<file path="src/rtl/bit_bus_assembler.sv">
// bit_bus_assembler
//   Collects a serial bit stream into WIDTH-bit words and hands each
//   completed word to a one-deep output holding register with a
//   valid/ready handshake.
//
//   Parameters
//     WIDTH      output word width (>= 2)
//     MSB_FIRST  0: first bit of a word lands in bus_out[0]
//                1: first bit of a word lands in bus_out[WIDTH-1]
//
//   Ports
//     clk         clock, rising edge
//     rst         synchronous active-high reset
//     bit_in      serial data bit
//     bit_valid   bit_in offered this cycle
//     bit_ready   bit accepted when bit_valid && bit_ready (combinational)
//     clear       synchronous abort of the partial word
//     bus_out     last completed word (registered)
//     bus_valid   bus_out holds an unconsumed word (registered)
//     bus_ready   consumer takes the word when bus_valid && bus_ready
//     bit_count   bits of the partial word collected so far
//     word_count  words delivered to the holding register, modulo 256
module bit_bus_assembler #(
    parameter int WIDTH     = 10,
    parameter int MSB_FIRST = 0
) (
    input  logic                     clk,
    input  logic                     rst,
    input  logic                     bit_in,
    input  logic                     bit_valid,
    output logic                     bit_ready,
    input  logic                     clear,
    output logic [WIDTH-1:0]         bus_out,
    output logic                     bus_valid,
    input  logic                     bus_ready,
    output logic [$clog2(WIDTH)-1:0] bit_count,
    output logic [7:0]               word_count
);

    localparam int            CW   = $clog2(WIDTH);
    localparam logic [CW-1:0] LAST = CW'(WIDTH - 1);

    logic [CW-1:0]    cnt;
    logic [WIDTH-1:0] asm_q;
    logic [WIDTH-1:0] asm_next;
    logic [CW-1:0]    pos;
    logic             at_last;
    logic             accept;
    logic             complete;
    logic             pop;

    assign at_last = (cnt == LAST);

    // Only the final bit of a word can stall: it needs the holding register
    // to be empty or emptied in the same cycle.
    assign bit_ready = !clear && !(at_last && bus_valid && !bus_ready);

    assign accept   = bit_valid && bit_ready;
    assign complete = accept && at_last;
    assign pop      = bus_valid && bus_ready;

    // Assembly register with the incoming bit merged in; on completion this
    // is the full word loaded into the holding register.
    always_comb begin
        pos      = (MSB_FIRST != 0) ? (LAST - cnt) : cnt;
        asm_next = asm_q;
        asm_next[pos] = bit_in;
    end

    always_ff @(posedge clk) begin
        if (rst) begin
            cnt        <= '0;
            asm_q      <= '0;
            bus_out    <= '0;
            bus_valid  <= 1'b0;
            word_count <= '0;
        end else begin
            if (clear) begin
                cnt   <= '0;
                asm_q <= '0;
            end else if (accept) begin
                if (at_last) begin
                    cnt   <= '0;
                    asm_q <= '0;
                end else begin
                    cnt   <= cnt + CW'(1);
                    asm_q <= asm_next;
                end
            end

            // A completion in the same cycle as a pop refills the holding
            // register directly, so bus_valid never drops for a cycle.
            if (complete) begin
                bus_out    <= asm_next;
                bus_valid  <= 1'b1;
                word_count <= word_count + 8'd1;
            end else if (pop) begin
                bus_valid  <= 1'b0;
            end
        end
    end

    assign bit_count = cnt;

endmodule

</file>
<file path="config.mk">
export PLATFORM = sky130hd
export DESIGN_NAME = bit_bus_assembler
export DESIGN_NICKNAME = d
export VERILOG_FILES = /design/src/rtl/bit_bus_assembler.sv
export SDC_FILE = /design/constraint.sdc
export NUM_CORES = 1
export LEC_CHECK = 0
export BUFFER_PORTS_ARGS = -buffer_cell sky130_fd_sc_hd__buf_2
export CAP_MARGIN = 20
export CORE_ASPECT_RATIO = 0.8
export CORE_MARGIN = 2
export CORE_UTILIZATION = 30
export CTS_CLUSTER_SIZE = 30
export DETAILED_ROUTE_END_ITERATION = 10
export PLACE_DENSITY_LB_ADDON = 0.12
export RECOVER_POWER = 25
export SLEW_MARGIN = 20
export SYNTH_ARGS = -nofsm -noshare
export SYNTH_HDL_FRONTEND = slang
export SYNTH_SLANG_ARGS = --single-unit
export TNS_END_PERCENT = 5
</file>
<file path="constraint.sdc">
create_clock -name clk -period 1.5 [get_ports clk]
set_clock_uncertainty 0.1 [all_clocks]
set_input_delay 0.225 -clock clk [delete_from_list [all_inputs] [get_ports clk]]
set_output_delay 0.225 -clock clk [all_outputs]
set_load 0.005 [all_outputs]
</file>
# --- Word level (Yosys, flattened, before mapping) ---
# Index checks and enable logic that the tools add are counted.
word_totals:
  word_cells: 29
  regBits: 33
  out_inout_bits: 24
op_classes:
  eq_ne: 1
  n_reduce_logical: 12
  add_sub_neg: 2
  n_mux: 7
  magnitude_cmp: 2
op_table:
  columns: ["operator", "n"]
  rows:
  - ["$bwmux W10", 1]
  - ["$mux W10", 1]
  - ["$add A8 B1 Y8 const B", 1]
  - ["$logic_and A1 B1 Y1", 7]
  - ["$lt A4 B5 Y1 const B", 1]
  - ["$add A4 B1 Y4 const B", 1]
  - ["$demux W1 S4", 1]
  - ["$eq A4 B4 Y1 const B", 1]
  - ["$ge A4 B1 Y1 const B", 1]
  - ["$mux W4", 1]
  - ["$logic_not A1 Y1", 3]
  - ["$mux W1", 3]
  - ["$reduce_bool A2 Y1", 1]
  - ["$reduce_or A2 Y1", 1]

# --- Logic depth before layout (Yosys ltp) ---
depth:
  depth_word: 8
  ltp_mapped: 7
  ltp_nobuf: 5

# --- Worst setup path after synthesis ---
# No wires, ideal clock.
synth_path:
  path_kind: "register to register"
  startpoint: "reg cnt[2] (netlist: bit_count[2])"
  endpoint: "reg word_count[7]"
  n_path_buf: 1
  path_stages_with_launch: 6
  required_ns: 1.329
  arrival_ns: 1.421
  period_less_slack_ns: 1.592
  setup_slack_ns: -0.092
  cell_sequence: "dfxtp_1 > buf_4 > nor3b_4 > nand3_4 > or4_1 > a21oi_1"
synth_via:
  elab_chain_len: 7
synth_rtl:
  columns: ["item", "line", "rtl"]
  rows:
  - ["start, declared", "43", "logic [CW-1:0] cnt;"]
  - ["start signal, assigned", "86", "cnt <= cnt + CW'(1);"]
  - ["$eq A4 B4 Y1 *", "52", "assign at_last = (cnt == LAST);"]
  - ["$logic_and A1 B1 Y1 (2 in a row)", "56", "assign bit_ready = !clear && !(at_last && bus_valid && !bus_ready);"]
  - ["$logic_not A1 Y1", "56", null]
  - ["$logic_and A1 B1 Y1", "56", null]
  - ["$logic_and A1 B1 Y1", "58", "assign accept = bit_valid && bit_ready;"]
  - ["$logic_and A1 B1 Y1 *", "59", "assign complete = accept && at_last;"]
  - ["end signal, assigned", "96", "word_count <= word_count + 8'd1;"]
  - ["end, declared", "37", "output logic [7:0] word_count"]
# Mark *: on every way between the ends. The rest lies on a longest branch, timed or not.
# A chain may end at the register's enable or synchronous reset.

# --- Final worst setup path ---
layout_path:
  startpoint: "reg cnt[2] (netlist: bit_count[2])"
  endpoint: "out bit_ready"
layout_via:
  elab_chain_len: 5
layout_rtl:
  columns: ["item", "line", "rtl"]
  rows:
  - ["$eq A4 B4 Y1", "52", null]
  - ["$logic_and A1 B1 Y1 (2 in a row)", "56", null]
  - ["$logic_not A1 Y1", "56", null]
  - ["$logic_and A1 B1 Y1", "56", null]
  - ["end, declared", "31", "output logic bit_ready,"]
# Every way passes these cells.

==> results.md <==
- H-tree Lvls: 2
- DR vias: 1391
- Sequential share of the synthesized area: 0.4429
- Clk slew on worst S/H paths: 0.07 ns
- Worst setup SP type: register
- Post-route setup slack: -0.09374 ns
- PD cells: 822.6 nW/um^2
- Post-synth EDFFs: 0
- Total CTS buffers: 5
- Chip width: 81.63 um
- Core ar.: 4624 um^2
- Initial antenna violation count: 0
- Most frequent cell after synthesis: dfxtp_1
- Crit path time final: 1.594 ns
- Critical-path top delay cell: dfxtp_4
- Cell family with most CP delay: buffers and inverters
- First-pass GRT wire length: 6.313 mm
- Ant. Diodes: 0
- Cell taking the most area after synthesis: dfxtp_1
- Post-Syn Area per Cell: 9.272 um^2
- Worst min path class: in2reg
- CP most frequent cell: buf_6
- Critical Path RT: 1.17 ns
- CTS Hold Buffers Added: 0
- Max-cap violation count: 0
- Crit path kind: reg2out
- Chip Height: 66.11 um
- Post-route ant nets: 0
- Design area: 2163 um^2
- VDD IR max: 410.9 uV
- Routability congestion estimate from global placement: 0.7499
- WL per Instance: 13.89 um
- Final setup violation count: 5
- Dpl hpwl: 2.609 mm
- Clk root buf: clkbuf_8
- Die area: 5396 um^2
- CTS Sinks: 32
- Fmax: 0.6275 GHz
- Clk buf depth: 2
- Worst Path Buf+Inv: 3
- 1st-iter DRT viols: 17
- Layout cells sized above 1: 0.4562
- Pre-CTS setup slack: -0.1388 ns
- CTS tree: yes
- Synth area leaders: dfxtp_1, mux2i_1, o2bb2ai_1, a211oi_1, nor2_1
- Crit path cell chain: nor3b_4 > buf_6 > buf_6 > a31oi_1 > buf_2
- Syn Inst Count: 156
- Power, Total: 0.001780 W
- Leakage power: 0.8596 nW
- Number of buffers added on ports: 29
- Netlist cell types: 36
- Violated checks: negative setup slack
- Layout Area Growth over Synthesis: 49.57%
- Primary FF master, synth: dfxtp_1
- Largest net degree at the start of global routing: 12
- Worst path arrival time: 1.27 ns
- Max incr delay on CP: 0.36 ns
- Crit share post-route: 1.062
- Synth cell count leaders: dfxtp_1, nor2_1, nand2_1
- YS warnings: 0
- Status: complete, but fails checks
- Later-pin clock latency in the skew report: 0.29 ns
- Nets@finish: 223
- Slew HR: 0.8296
- Final WL: 3.848 mm
- Final TNS setup: -0.1351 ns
- Worst hold slack: 0.2022 ns
- Placed Area: 1851 um^2
- Slew Limit Fails: 0
- Final Hold Vio Count: 0
- Total gr overflow: 0
- Worst-margin pin slew: 0.2536 ns
- Total track usage: 0.1577
- Async set-or-reset flop fraction in the synthesized netlist: 0
- Vias in the first global route: 1348
- Starting Density: 0.3128
- IO Pins: 30
- CP endpoint kind: output pin
- Via density per instance: 5.022
- First-pass DRT Iterations: 4
- Post-synth top area share: 0.4429
- Standard-cell rows: 22
- # DRC: 0
- CP max FO: 3
- Syn Nets: 163
- Synth Cell Area: 1446 um^2
- FF+latch count, synth: 32
- RSZ-0062 raised after global routing: true
==> area by class of cell <==
| class | instances | area, um^2 |
|---|---|---|
| clock buffers | 5 | 68.82 |
| clock inverters | 3 | 42.54 |
| multi-input cells | 110 | 834.6 |
| flip-flops and latches | 32 | 649.4 |
| repair buffers | 66 | 489.2 |
| well taps | 60 | 75.07 |
| fillers | 460 | 2461 |
| inverters | 1 | 3.754 |
==> per-layer routing <==
metal	vias up	wire length, um	share of wire	track usage
li1	684	-	-	-
met2	31	1870	0.49	0.2551
met3	8	189	0.049	0.04098
met1	668	1721	0.45	0.1970
met4	0	66	0.017	0.06875
met5	-	0	0	0
==> where the power goes <==
group / internal [W] / switching [W]
Clock: 0.000491 / 0.000338
Sequential: 0.000851 / 0.00000271
Combinational: 0.0000446 / 0.0000523
Total: 0.00139 / 0.000393
==> registers in the layout, summed over array words and instances (netlist names) <==
| signal | flops |
|---|---|
| asm_q | 9 |
| bit_count | 4 |
| bus_out | 10 |
| bus_valid | 1 |
| word_count | 8 |
==> worst paths after layout <==
check / from / end / slack (ns) / cells after the start
setup reg to reg: bit_count[2]$_SDFFE_PP0P_ / bus_out[8]$_SDFFE_PP0P_ / -0.03 / 7
hold / removal: rst / word_count[0]$_SDFFE_PP0P_ / 0.20 / 3
setup / recovery: bit_count[2]$_SDFFE_PP0P_ / bit_ready / -0.09 / 5
hold reg to reg: bus_out[9]$_SDFFE_PP0P_ / bus_out[9]$_SDFFE_PP0P_ / 0.36 / 2
==> per-stage QoR <==
stage / util / instances
after floorplan: - / 156
after global placement: 0.4002 / 263
after detailed placement: 0.4002 / 263
after CTS: 0.4554 / 277
after global routing: 0.4678 / 277
final: 0.4678 / 277
==> cell families (layout without fill, tap and decap cells) <==
group | after synthesis | count (layout) | share of synthesized area
DFF | 32 | 32 | 0.4429
and+or+nand+nor | 60 | 60 | 0.2310
muxes | 9 | 9 | 0.06229
AOI/OAI and AO/OA | 34 | 34 | 0.1652
xor gates and xnor gates | 6 | 6 | 0.03633
adders and majority gates | 1 | 1 | 0.008649
buffers and inverters | 14 | 75 | 0.05363
==> placed cells by master (no fill, tap or decap), drive strengths merged, types with 3 or more instances in the layout <==
master,instances
nor2,18
clkbuf,7
o2bb2ai,9
nand4,3
a21oi,10
xor2,4
a211oi,9
nand2,12
buf,63
dfxtp,32
mux2i,9
nor4b,4
and3,3
nand3,5
==> worst reg2reg max path, delay by kind of cell (launching register included) <==
family                 cells  cell delay, ns
muxes                      1            0.20
AOI/OAI and AO/OA          1            0.16
buffers and inverters      3            0.37
and+or+nand+nor            2            0.27
DFF                        1            0.36
==> what timing repair did <==
item / in CTS / in global routing
buffers inserted: 5 / 0
resized for setup: 19 / 15
pin swaps: 12 / 7
endpoints found under the setup margin: 22 / 25
cloned: 1 / 0
(Power assumes the default switching activity.)
